## src/rtl/mig_calib_monitor.sv

```systemverilog
// Calibration gate between the MIG reset generator and the system: releases sys_resetn
// once init_calib_complete is stable, retrying or failing on timeout (MIG_CALIB_RETRY_EN).
module mig_calib_monitor #(
    parameter int CAL_TIMEOUT  = 20000000,
    parameter int RELEASE_HOLD = 16,
    parameter int MAX_RETRIES  = 3,
    parameter int RETRY_PULSE  = 8
) (
    input  logic                               clk,
    input  logic                               reset,
    input  logic                               mig_resetn,
    input  logic                               init_calib_complete,
    output logic                               mig_reset_req,
    output logic                               sys_resetn,
    output logic                               calib_done,
    output logic                               calib_fail,
    output logic [$clog2(MAX_RETRIES+1)-1:0]   retry_count
);

    localparam int TW  = $clog2(CAL_TIMEOUT);
    localparam int HW  = (RELEASE_HOLD > 1) ? $clog2(RELEASE_HOLD) : 1;
    localparam int PW  = (RETRY_PULSE > 1) ? $clog2(RETRY_PULSE) : 1;
    localparam int RCW = $clog2(MAX_RETRIES+1);

    localparam logic [TW-1:0]  TIMER_LAST = TW'(CAL_TIMEOUT - 1);
    localparam logic [HW-1:0]  HOLD_LAST  = HW'(RELEASE_HOLD - 1);
    localparam logic [PW-1:0]  PULSE_LAST = PW'(RETRY_PULSE - 1);

    localparam logic [2:0] ST_IDLE     = 3'd0;
    localparam logic [2:0] ST_WAIT_CAL = 3'd1;
    localparam logic [2:0] ST_HOLD     = 3'd2;
    localparam logic [2:0] ST_RUN      = 3'd3;
    localparam logic [2:0] ST_RETRY    = 3'd4;
    localparam logic [2:0] ST_FAIL     = 3'd5;

    logic            sync1_q, cal_s_q;
    logic [2:0]      state_q, state_d;
    logic [TW-1:0]   timer_q, timer_d;
    logic [HW-1:0]   hold_q, hold_d;
    logic [PW-1:0]   pulse_q, pulse_d;
    logic [RCW-1:0]  retry_q, retry_d;
    logic            retry_ok_s;
    logic            req_q, req_d;
    logic            sys_resetn_q, calib_done_q, calib_fail_q;

    // Two-flop synchroniser for the asynchronous calibration flag
    always_ff @(posedge clk) begin
        if (reset) begin
            sync1_q <= 1'b0;
            cal_s_q <= 1'b0;
        end else begin
            sync1_q <= init_calib_complete;
            cal_s_q <= sync1_q;
        end
    end

`ifdef MIG_CALIB_RETRY_EN
    assign retry_ok_s = (retry_q < RCW'(MAX_RETRIES));
`else
    assign retry_ok_s = 1'b0;
`endif

    // Next-state and counter logic; a low mig_resetn overrides everything but RETRY/FAIL
    always_comb begin
        state_d = state_q;
        timer_d = timer_q;
        hold_d  = hold_q;
        pulse_d = pulse_q;
        retry_d = retry_q;
        if (!mig_resetn && (state_q != ST_RETRY) && (state_q != ST_FAIL)) begin
            state_d = ST_IDLE;
        end else begin
            case (state_q)
                ST_IDLE: begin
                    if (mig_resetn) begin
                        state_d = ST_WAIT_CAL;
                        timer_d = '0;
                    end else begin
                        state_d = ST_IDLE;
                    end
                end
                ST_WAIT_CAL: begin
                    if (cal_s_q) begin
                        state_d = ST_HOLD;
                        hold_d  = '0;
                    end else if (timer_q == TIMER_LAST) begin
                        if (retry_ok_s) begin
                            state_d = ST_RETRY;
                            pulse_d = '0;
                            retry_d = retry_q + RCW'(1);
                        end else begin
                            state_d = ST_FAIL;
                        end
                    end else begin
                        timer_d = timer_q + TW'(1);
                    end
                end
                ST_HOLD: begin
                    if (!cal_s_q) begin
                        state_d = ST_WAIT_CAL;
                        timer_d = '0;
                    end else if (hold_q == HOLD_LAST) begin
                        state_d = ST_RUN;
                    end else begin
                        hold_d = hold_q + HW'(1);
                    end
                end
                ST_RUN: begin
                    if (!cal_s_q) begin
                        state_d = ST_WAIT_CAL;
                        timer_d = '0;
                    end else begin
                        state_d = ST_RUN;
                    end
                end
                ST_RETRY: begin
                    if (pulse_q == PULSE_LAST) begin
                        state_d = ST_IDLE;
                    end else begin
                        pulse_d = pulse_q + PW'(1);
                    end
                end
                ST_FAIL: begin
                    state_d = ST_FAIL;
                end
                default: begin
                    state_d = ST_IDLE;
                end
            endcase
        end
    end

    // Retry request is decoded from the next state so it rises on the RETRY entry edge
    always_comb begin
`ifdef MIG_CALIB_RETRY_EN
        req_d = (state_d == ST_RETRY);
`else
        req_d = 1'b0;
`endif
    end

    // State, counters and registered outputs
    always_ff @(posedge clk) begin
        if (reset) begin
            state_q      <= ST_IDLE;
            timer_q      <= '0;
            hold_q       <= '0;
            pulse_q      <= '0;
            retry_q      <= '0;
            req_q        <= 1'b0;
            sys_resetn_q <= 1'b0;
            calib_done_q <= 1'b0;
            calib_fail_q <= 1'b0;
        end else begin
            state_q      <= state_d;
            timer_q      <= timer_d;
            hold_q       <= hold_d;
            pulse_q      <= pulse_d;
            retry_q      <= retry_d;
            req_q        <= req_d;
            sys_resetn_q <= (state_d == ST_RUN);
            calib_done_q <= (state_d == ST_RUN);
            calib_fail_q <= (state_d == ST_FAIL);
        end
    end

    assign mig_reset_req = req_q;
    assign sys_resetn    = sys_resetn_q;
    assign calib_done    = calib_done_q;
    assign calib_fail    = calib_fail_q;
    assign retry_count   = retry_q;

endmodule

```

## config.mk

```make
export PLATFORM = sky130hd
export DESIGN_NAME = mig_calib_monitor
export DESIGN_NICKNAME = d
export VERILOG_FILES = /design/src/rtl/mig_calib_monitor.sv
export SDC_FILE = /design/constraint.sdc
export NUM_CORES = 1
export LEC_CHECK = 0
export CAP_MARGIN = 0
export CORE_MARGIN = 5
export CORE_UTILIZATION = 59
export DETAILED_ROUTE_END_ITERATION = 12
export PLACE_DENSITY = 0.78
export SYNTH_ARGS = -nofsm -noshare
export SYNTH_HDL_FRONTEND = slang
export SYNTH_SLANG_ARGS = --single-unit
```

## constraint.sdc

```tcl
create_clock -name clk -period 2.8 [get_ports clk]
set_input_delay 0.42 -clock clk [delete_from_list [all_inputs] [get_ports clk]]
set_output_delay 0.42 -clock clk [all_outputs]
set_load 0.01 [all_outputs]
```

After elaboration in Yosys (flattened, before gate mapping)
Index checks and enable logic that the tools add are counted.
{ "op_classes": {"addsub": 3, "eq_ne": 19, "mux": 18, "n_bitwise": 2, "reduce_logical": 10} }
{ "op_table": {"columns": ["operator", "n"], "rows": [
  ["$mux W25", 4],
  ["$pmux W25 S3", 1],
  ["$add A25 B1 Y25 const B", 1],
  ["$eq A25 B25 Y1 const B", 1],
  ["$mux W3", 6],
  ["$pmux W3 S6", 1],
  ["$ne A2 B2 Y1 const B", 7],
  ["$eq A3 B3 Y1 const B", 4],
  ["$mux W4", 3],
  ["$eq A3 B2 Y1 const B", 3],
  ["$pmux W4 S2", 1],
  ["$ne A3 B3 Y1 const B", 2],
  ["$reduce_and A6 Y1", 1],
  ["$reduce_and A5 Y1", 1],
  ["$add A4 B1 Y4 const B", 1],
  ["$eq A4 B4 Y1 const B", 1],
  ["$add A3 B1 Y3 const B", 1],
  ["$eq A3 B1 Y1 const B", 1],
  ["$logic_not A3 Y1", 1],
  ["$reduce_and A3 Y1", 1],
  ["$reduce_bool A3 Y1", 1],
  ["$logic_and A1 B1 Y1", 2],
  ["$mux W2", 1],
  ["$not A1 Y1", 2],
  ["4 further kinds", 4]
]} }
{ "word_totals": {"ff_bits": 39, "in_bits": 4, "output_inout_bits": 6} }

Longest topological paths before layout
Gate-level depths: netlist of the first run.
{ "logic_depth": {"ltp_word": 6, "mapped_depth": 7, "ltp_nobuf": 6} }

Least setup slack after synthesis of the first run
OpenSTA, ideal clock, no wires.
{ "synth_timing": {"path_type": "register to register", "from": "reg timer_q[4]", "to": "reg timer_q[24]", "setup_ns": 0.128, "arrival_time_ns": 1.869, "required_time_ns": 2.672, "setup_slack_ns": 0.803, "path_stages_with_launch": 7, "n_path_buf": 1, "period_less_slack_ns": 1.997, "path_cell_list": "dfxtp_1 > nand4_4 > or4_1 > buf_2 > or4b_1 > xor2_1 > nor2_1"} }
{ "synth_between": {"elab_chain_cells": 4} }
{ "synth_rtl": {"columns": ["item", "line", "text"], "rows": [
  ["start: declaration", "38", "logic [TW-1:0] timer_q, timer_d;"],
  ["start signal: assignment", "156", "timer_q <= timer_d;"],
  ["$add A25 B1 Y25", "95", "timer_d = timer_q + TW'(1);"],
  ["$mux W25", "86", "end else if (timer_q == TIMER_LAST) begin"],
  ["$mux W25", "83", "if (cal_s_q) begin"],
  ["$pmux W25 S3", "73", "case (state_q)"]
]} }
Several ways; a longest one is shown, not always the timed one. The select of a mux whose other input is x is not followed.
A chain may end at the register's enable or synchronous reset.

Final worst setup path of the first run
Same ends and word-level chain as after synthesis.

==> flow_metrics.env, run 1 <==
export IMPL_path_class="reg -> reg"
export IMPL_place_congestion=0.861
export IMPL_routed_wl_met2_um=1740
export IMPL_postSynthAreaPerCell_um2=8.31
export IMPL_cts_path_max_buffers=2
export IMPL_netlist_instances=236
export IMPL_fin_setup_tns_ns=0
export IMPL_yosysMostFrequentCell="dfxtp_1"
export IMPL_path_max_fanout=10
export IMPL_p_per_area_nw_per_um2=417
export IMPL_cts_hold_buf=0
export IMPL_ios=10
export IMPL_wl_met3_um=122
export IMPL_yosys_area_top_type_share_pct=39.8
export IMPL_syn_area_um2=1960
export IMPL_p_leak_uw=0.000703
export IMPL_reg2reg_depth=5
export IMPL_synth_edf_count=0
export IMPL_timing_rr_end="timer_q[24]"
export IMPL_crit_chain="nand4_4 -> or4_1 -> or4b_1 -> xor2_1 -> nor2_1"
export IMPL_grt_max_degree=17
export IMPL_viasPerCell=5.67
export IMPL_clock_sinks=39
export IMPL_cp_start_kind="register"
export IMPL_port_buffers=6
export IMPL_dieHeight_um=67.6
export IMPL_endpoint="timer_q[24]"
export IMPL_routed_top_layer="met4"
export IMPL_cp_slowest_cell="or4_1"
export IMPL_grt_pass1_vias=1499
export IMPL_routedWlPerCell_um=13.3
export IMPL_endpoint_kind="register"
export IMPL_drt_drc_violations_left=0
export IMPL_synth_seq_cells=39
export IMPL_postCtsResizedCells=0
export IMPL_async_flop_share_pct=0
export IMPL_required_ns=3.05
export IMPL_fin_crit_ns=2.16
export IMPL_drt_pass1_iterations=4
export IMPL_crit_start="timer_q[4]"
export IMPL_yosysWarnings=0
export IMPL_vias=1643
export IMPL_drive_above_1_share_pct=7.79
export IMPL_dp_hpwl_um=2790
export IMPL_antenna_cells=0
export IMPL_timing_rr_start="timer_q[4]"
export IMPL_clock_skew_ns=0.0116
export IMPL_grt_use_total_pct=19.7
export IMPL_grt_pass1_wl_um=6800
export IMPL_gr_total_overflow=0
export IMPL_area_delta_synth_final_pct=7.72
export IMPL_r2r_slack_ns=0.64
export IMPL_cts_inserted_buffers=5
export IMPL_wirelength_met1_um=1930
export IMPL_hold_viol_final=0
export IMPL_final_setup_viol_count=0
export IMPL_min_period_over_period_pct=77.3
export IMPL_synth_area_top_cells="dfxtp_1 40%, a21oi_1 4.6%, o21ai_0 4.1%"
export IMPL_peakVddDrop_uv=340
export IMPL_first_iter_violations=86
export IMPL_cts_tree="done"
export IMPL_slowest_delay_ns=0.69
export IMPL_wl_um=3850
export IMPL_hold_path_class="reg -> reg"
export IMPL_layout_nets=251
export IMPL_seq_area_frac_synth_pct=39.8
export IMPL_status="complete, no violations"
export IMPL_htreeDepth=2
export IMPL_synth_cell_types=46
export IMPL_clk_latency_ns=0.36
export IMPL_maxCapViolCount=0
export IMPL_core_um2=3280
export IMPL_rsz0062_at_grt="no"
export IMPL_yosys_area_top_type="dfxtp_1"
export IMPL_ys_flop_type="dfxtp_1"
export IMPL_final_util_pct=64.3
export IMPL_synth_common_cells="39 x dfxtp_1, 18 x a21oi_1, 18 x nand2_1, 18 x nor2_1, 16 x o21ai_0"
export IMPL_cts_setup_buffers=0
export IMPL_dieWidth_um=67.6
export IMPL_arrival_ns=2.42
export IMPL_antenna_found_initial=0
export IMPL_fmax_mhz=462
export IMPL_cts_root_buf="clkbuf_4"
export IMPL_clk_pin_slew_ns=0.11
export IMPL_drv_slew=0
export IMPL_start_util_pct=59.7
export IMPL_rows=21
export IMPL_antenna_left=0
export IMPL_dieArea_um2=4580
## logic make-up (layout without fill, tap and decap cells)
| kind of cell | Yosys count | after routing | synth area share, % |
|---|---|---|---|
| AO/OA/AOI/OAI | 47 | 47 | 14.2 |
| flip-flops | 39 | 39 | 39.8 |
| other | 1 | 3 | 0.191 |
| AND/OR/NAND/NOR | 115 | 115 | 33.9 |
| buffers and inverters | 19 | 25 | 4.47 |
| adder cells (fa/ha/maj) | 4 | 4 | 2.55 |
| XOR/XNOR | 11 | 11 | 4.91 |
## worst min-delay path by stage
stage | start | to | slack, ns | cells after the start
finish | sync1_q | cal_s_q | 0.46 | 1
CTS | sync1_q | cal_s_q | 0.46 | 1
floorplan | sync1_q | cal_s_q | 0.41 | 1
global route | sync1_q | cal_s_q | 0.47 | 1
global placement | sync1_q | cal_s_q | 0.43 | 1
detailed placement | sync1_q | cal_s_q | 0.43 | 1
## layer usage
metal / track usage, % / vias to the layer above
met3: 5.99 / 7
met2: 29.0 / 14
met4: 8.35 / 0
met1: 26.3 / 755
li1: - / 867
met5: 0 / -
## critical path: cells and delay by family, from the launching register on
| family | cells | cell delay [ns] |
|---|---|---|
| xor gates and xnor gates | 1 | 0.15 |
| DFF | 1 | 0.45 |
| and+or+nand+nor | 4 | 1.46 |
## through the flow
stage | area (µm²) | setup WS [ns] | total power [µW] | hold WS [ns] | cells
after floorplan | 1970 | 0.803 | 602 | 0.414 | 238
after CTS | 2110 | 0.649 | 894 | 0.460 | 290
after global placement | 2060 | 0.444 | 615 | 0.434 | 282
after global routing | 2110 | 0.530 | 927 | 0.470 | 290
after detailed placement | 2060 | 0.392 | 615 | 0.429 | 282
final | 2110 | 0.636 | 882 | 0.456 | 290
## sequential cells by signal (all words and copies together), names as in the netlist
register    cells
hold_q          4
pulse_q         3
sync1_q         1
calib_done      1
timer_q        25
calib_fail      1
cal_s_q         1
state_q         3
## layout by cell type (no fill, tap or decap), types with 2 or more instances in the layout
cell type | netlist | routed
conb_1 | 1 | 3
a31oi_1 | 2 | 2
or4_1 | 4 | 4
nand4_1 | 6 | 6
xor2_1 | 5 | 5
nor3_1 | 11 | 11
nand3_1 | 12 | 12
and4_1 | 3 | 3
o21ai_0 | 16 | 16
nor2b_1 | 5 | 5
nor4_1 | 2 | 2
dfxtp_1 | 39 | 39
inv_1 | 5 | 5
ha_1 | 4 | 4
nand2b_1 | 6 | 6
clkdlybuf4s50_1 | 0 | 6
clkbuf_4 | 0 | 5
nand4b_1 | 2 | 2
nor4bb_1 | 2 | 2
xnor2_1 | 6 | 6
nor2_1 | 18 | 18
and3_1 | 4 | 4
nand2_1 | 18 | 18
clkbuf_1 | 9 | 2
nor3b_1 | 3 | 3
nor4b_1 | 2 | 2
a21oi_1 | 18 | 18
buf_4 | 4 | 6
or3_2 | 2 | 2
or3_1 | 9 | 9
## report_power, final
group / internal [µW] / total [µW] / leakage, µW / switching [µW]
registers: 557 / 561 / 0.000315 / 3.87
logic: 15.3 / 41.7 / 0.000359 / 26.4
clock network: 97.8 / 279 / 0.0000293 / 181
total: 671 / 882 / 0.000703 / 211
## area by class of cell
class	instances	area, µm²
Clock buffer	7	45.0
Clock inverter	1	5.00
Fill cell	306	1170
Inverter	5	18.8
Multi-Input combinational cell	180	1100
Sequential cell	39	781
Tap cell	46	57.6
Timing Repair Buffer	12	105
(Power assumes the default switching activity.)
==> run 2: changes to the inputs <==
==> constraint.sdc (replaced) <==
create_clock -name clk -period 2.01 [get_ports clk]
set_input_delay 0.3015 -clock clk [delete_from_list [all_inputs] [get_ports clk]]
set_output_delay 0.3015 -clock clk [all_outputs]
set_load 0.01 [all_outputs]
==> run 2 against run 1 <==
Net effect:
- total power rose by 39%
- cell count rose by 4.8%
- first-iteration DRC count up 130%
- clock-buffer cell count unchanged
- sequential cell count did not move
- die area is the same
- routed wire length is 4.8% higher
- register-to-register slack worse by 0.56 ns
- worst hold slack better by 0.0052 ns
- sequential power grew 39%
- critical path type unchanged
- largest power group unchanged
==> flow_metrics.env, run 2 (synthesis results as in run 1) <==
export IMPL_wirelength_met1_um=1910
export IMPL_fmax_mhz=517
export IMPL_wl_met3_um=170
export IMPL_cp_num_buf_inv=0
export IMPL_comb_power_share_pct=5.2
export IMPL_layout_nets=265
export IMPL_area_delta_synth_final_pct=13.7
export IMPL_fin_crit_ns=1.93
export IMPL_cts_tree="done"
export IMPL_p_sw_share_pct=23.3
export IMPL_gr_total_overflow=0
export IMPL_min_period_over_period_pct=96.2
export IMPL_place_congestion=0.841
export IMPL_viasPerCell=5.78
export IMPL_clk_pin_slew_ns=0.11
export IMPL_power_frac_clock_pct=30.9
export IMPL_cts_path_max_buffers=2
export IMPL_rsz0062_at_grt="no"
export IMPL_grt_pass1_wl_um=6920
export IMPL_p_leak_uw=0.000775
export IMPL_wl_um=4030
export IMPL_clk_latency_ns=0.34
export IMPL_peakVddDrop_uv=450
export IMPL_clock_skew_ns=0.00976
export IMPL_drt_drc_violations_left=0
export IMPL_cts_inserted_buffers=5
export IMPL_grt_pass1_vias=1608
export IMPL_final_seq_area_um2=783
export IMPL_hold_viol_final=0
export IMPL_routedWlPerCell_um=13.3
export IMPL_final_cell_mix="37 x dfxtp_1, 20 x buf_4, 18 x nand2_1, 18 x a21oi_1, 18 x nor2_1"
export IMPL_regMostFlops="timer_q"
export IMPL_grt_max_degree=17
export IMPL_slowest_delay_ns=0.57
export IMPL_arrival_ns=2.17
export IMPL_crit_family="simple AND/OR/NAND/NOR gates"
export IMPL_final_setup_viol_count=0
export IMPL_routed_wl_met2_um=1880
export IMPL_required_ns=2.24
export IMPL_path_max_fanout=4
export IMPL_ios=10
export IMPL_endpoint_kind="register"
export IMPL_largest_reg_flops=25
export IMPL_vias=1758
export IMPL_first_iter_violations=202
export IMPL_core_um2=3280
export IMPL_dp_hpwl_um=2890
export IMPL_p_seq_share_pct=63.9
export IMPL_port_buffers=6
export IMPL_final_util_pct=67.9
export IMPL_drive_above_1_share_pct=14.3
export IMPL_dieArea_um2=4580
export IMPL_rows=21
export IMPL_crit_chain="nand4_4 -> or4_1 -> or4b_1 -> xor2_1 -> nor2_1"
export IMPL_cp_slowest_cell="or4_1"
export IMPL_drv_slew=0
export IMPL_antenna_left=0
export IMPL_start_util_pct=59.7
export IMPL_dieHeight_um=67.6
export IMPL_maxCapViolCount=0
export IMPL_htreeDepth=2
export IMPL_p_per_area_nw_per_um2=549
export IMPL_cts_root_buf="clkbuf_4"
export IMPL_hold_path_class="reg -> reg"
export IMPL_layout_commonest_cell="dfxtp_1"
export IMPL_cp_start_kind="register"
export IMPL_intPower_uw=938
export IMPL_status="complete, no violations"
export IMPL_multi_input_area_um2=1110
export IMPL_dieWidth_um=67.6
export IMPL_reg_top3="timer_q x25, hold_q x4"
export IMPL_grt_use_total_pct=19.8
export IMPL_routed_top_layer="met4"
export IMPL_drt_pass1_iterations=5
export IMPL_clock_sinks=39
export IMPL_antenna_found_initial=0
export IMPL_num_fill_cells=287
export IMPL_antenna_cells=0
export IMPL_dpl_cell_count=296
export IMPL_cts_hold_buf=0
export IMPL_finalNonFillerCells=304
export IMPL_path_class="reg -> reg"
export IMPL_power_switching_uw=285
run 2: cell types whose count changed in the layout (fill, tap and decap cells not counted), sizes merged:
cell and change:
buf +14
run 2: per-stage QoR:
step | area, µm² | hold WS (ns) | power [µW] | TNS (ns) | worst slack, ns
finish | 2230 | 0.461 | 1220 | 0 | 0.0773
global placement | 2170 | 0.436 | 862 | -0.215 | -0.112
detailed placement | 2170 | 0.438 | 862 | -0.284 | -0.130
CTS | 2220 | 0.463 | 1240 | 0 | 0.0634
global route | 2230 | 0.470 | 1280 | 0 | 0.00622
floorplan | 1970 | 0.373 | 839 | 0 | 0.0129
run 2: worst reg2reg max path, delay by kind of cell, from the launching register on:
kind	cells	cell delay [ns]
and+or+nand+nor	4	1.25
DFF	1	0.43
xor gates and xnor gates	1	0.15
run 2: area by class of cell:
type                            instances  share of cell area (%)
Inverter                                5                   0.842
Clock inverter                          1                   0.224
Multi-Input combinational cell        180                    49.8
Timing Repair Buffer                   26                    9.43
Sequential cell                        39                    35.1
Tap cell                               46                    2.58
Clock buffer                            7                    2.02
run 2: power by group through the flow:
stage	Combinational, µW	Sequential (µW)	Clock, µW
6_report	64.1	781	378
5_1_grt	70.3	783	431
4_1_cts	63.0	781	391
3_5_place_dp	62.9	799	0
3_3_place_gp	63.1	799	0
2_1_floorplan	42.0	797	0
run 2: what timing repair did:
item,CTS,global route
setup endpoints to repair,0,4
setup buffers,0,0
resized for setup,0,5
run 2: path summary, 6_finish.rpt:
check,startpoint,endpoint,slack (ns),depth (start not counted)
max,timer_q[7],timer_q[24],0.08,5
max reg2reg,timer_q[7],timer_q[24],0.08,5
min,sync1_q,cal_s_q,0.46,1
min reg2reg,sync1_q,cal_s_q,0.46,1
run 2: per-layer routing:
metal  track usage, %  vias to the layer above
li1                 -                      888
met1             25.0                      816
met2             31.8                       46
met3             4.16                        8
met4             9.37                        0
met5                0                        -
==> run 3: changes to the inputs <==
--- a/config.mk
+++ b/config.mk
@@ -9,6 +9,8 @@
 export CORE_MARGIN = 5
 export CORE_UTILIZATION = 59
 export DETAILED_ROUTE_END_ITERATION = 12
+export GPL_TIMING_DRIVEN = 0
+export MAX_ROUTING_LAYER = met4
 export PLACE_DENSITY = 0.78
 export SYNTH_ARGS = -nofsm -noshare
 export SYNTH_HDL_FRONTEND = slang
==> run 3 against run 2 <==
Net effect:
- critical path depth grew 1
- setup slack got worse by 0.068 ns
- sequential power shrank 0.8%
- largest cell class unchanged
- largest power group unchanged
- highest routed layer unchanged
==> flow_metrics.env, run 3 (synthesis results as in run 1) <==
export IMPL_regMostFlops="timer_q"
export IMPL_final_seq_area_um2=810
export IMPL_timing_rr_end="timer_q[24]"
export IMPL_dieHeight_um=67.6
export IMPL_hold_viol_final=0
export IMPL_peakVddDrop_uv=510
export IMPL_grt_max_degree=12
export IMPL_clk_latency_ns=0.35
export IMPL_start_util_pct=59.7
export IMPL_final_setup_viol_count=0
export IMPL_drive_above_1_share_pct=21.3
export IMPL_routedWlPerCell_um=15.2
export IMPL_reg2reg_depth=6
export IMPL_drv_slew=0
export IMPL_slowest_delay_ns=0.50
export IMPL_hold_ws_ns=0.446
export IMPL_grt_pass1_vias=1648
export IMPL_cts_root_buf="clkbuf_4"
export IMPL_wl_um=4610
export IMPL_path_max_fanout=7
export IMPL_cts_path_max_buffers=2
export IMPL_status="complete, no violations"
export IMPL_worstMarginPinSlew_ns=0.505
export IMPL_p_leak_uw=0.000827
export IMPL_endpoint_kind="register"
export IMPL_grt_use_total_pct=22.5
export IMPL_num_fill_cells=272
export IMPL_fin_crit_ns=2.00
export IMPL_rows=21
export IMPL_p_per_area_nw_per_um2=571
export IMPL_largest_reg_flops=25
export IMPL_drt_pass1_iterations=6
export IMPL_antenna_found_initial=0
export IMPL_maxCapViolCount=0
export IMPL_hold_depth=1
export IMPL_r2r_slack_ns=0.009
export IMPL_core_um2=3280
export IMPL_relSlewSlack_pct=66.3
export IMPL_gr_total_overflow=0
export IMPL_grt_pass1_wl_um=7580
export IMPL_cp_start_kind="register"
export IMPL_final_util_pct=71.8
export IMPL_first_iter_violations=195
export IMPL_vias=1815
export IMPL_cp_num_buf_inv=1
export IMPL_clk_pin_slew_ns=0.12
export IMPL_fmax_mhz=500
export IMPL_crit_chain="nand4_4 -> or4_4 -> buf_6 -> or4b_4 -> xor2_1 -> nor2_1"
export IMPL_min_delay_start="sync1_q"
export IMPL_antenna_left=0
export IMPL_cts_tree="done"
export IMPL_htreeDepth=2
export IMPL_drt_drc_violations_left=0
export IMPL_antenna_cells=0
export IMPL_final_cell_mix="28 x dfxtp_1, 18 x a21oi_1, 18 x nor2_1"
export IMPL_min_period_over_period_pct=99.5
export IMPL_clock_skew_ns=0.0197
export IMPL_crit_cells=6
export IMPL_cp_slowest_cell="or4_4"
export IMPL_viasPerCell=5.97
export IMPL_required_ns=2.24
export IMPL_timing_rr_start="timer_q[4]"
export IMPL_dieWidth_um=67.6
export IMPL_multi_input_area_um2=1200
export IMPL_hold_path_class="reg -> reg"
export IMPL_dp_hpwl_um=3030
export IMPL_arrival_ns=2.23
export IMPL_place_congestion=0.892
export IMPL_dieArea_um2=4580
export IMPL_area_delta_synth_final_pct=20.3
export IMPL_layout_commonest_cell="dfxtp_1"
export IMPL_layout_nets=266
export IMPL_rsz0062_at_grt="yes"
export IMPL_whs_endpoint="cal_s_q"
export IMPL_cts_inserted_buffers=5
export IMPL_clock_sinks=39
export IMPL_port_buffers=6
export IMPL_ios=10
export IMPL_reg_top3="timer_q x25, hold_q x4"
export IMPL_crit_family="simple AND/OR/NAND/NOR gates"
export IMPL_path_class="reg -> reg"
==> run 3: changes by cell type in the layout (fill, tap and decap cells not counted), moves of 2 or more <==
| cell | delta |
|---|---|
| nand2_1 | -2 |
| clkbuf_2 | +2 |
| dfxtp_2 | +3 |
| nor4_1 | -2 |
| dfxtp_1 | -9 |
| dfxtp_4 | +6 |
| nand2b_1 | -2 |
| nand2_4 | +2 |
| buf_4 | -7 |
| clkbuf_1 | +3 |
==> run 3: worst max-delay path by stage <==
stage | endpoint | from | slack [ns]
finish | timer_q[24] | timer_q[4] | 0.009
global route | timer_q[24] | timer_q[4] | -0.05
CTS | timer_q[24] | timer_q[7] | -0.09
detailed placement | timer_q[24] | mig_resetn | -0.44
global placement | timer_q[24] | mig_resetn | -0.42
floorplan | timer_q[24] | timer_q[4] | 0.01
==> run 3: final cells by class <==
class,instances,share of cell area [%]
Buffer,12,3.02
Clock buffer,6,1.75
Clock inverter,1,1.27
Inverter,5,0.796
Multi-Input combinational cell,180,51.0
Sequential cell,39,34.3
Tap cell,46,2.44
Timing Repair Buffer,15,5.41
==> run 3: where the power goes <==
group          internal, µW  switching [µW]
clock network           257             249
registers               769            6.37
logic                  24.4            42.0
total                  1050             298
==> run 3: metrics by stage <==
step / total power (µW) / area (µm²) / std cells / worst slack [ns] / setup TNS, ns
floorplan: 839 / 1970 / 238 / 0.0129 / 0
global placement: 861 / 2090 / 290 / -0.416 / -5.95
detailed placement: 861 / 2090 / 290 / -0.436 / -6.78
CTS: 1350 / 2180 / 296 / -0.0862 / -0.154
global route: 1400 / 2360 / 304 / -0.0469 / -0.149
finish: 1350 / 2360 / 304 / 0.00926 / 0
==> run 3: what timing repair did <==
action                                 CTS  global route
setup endpoints to repair               11            22
setup buffers                            0             9
hold buffers                             0             0
endpoints found under the hold margin    0             0
resized for setup                       11            35
pin swaps                                0             4
==> run 3: metal layers <==
metal / up-vias / GRT usage, % / part of all wire [%]
li1: 902 / - / -
met1: 853 / 28.3 / 45
met2: 52 / 35.4 / 49
met3: 8 / 4.33 / 4.3
met4: 0 / 8.61 / 1.6
met5: - / - / 0
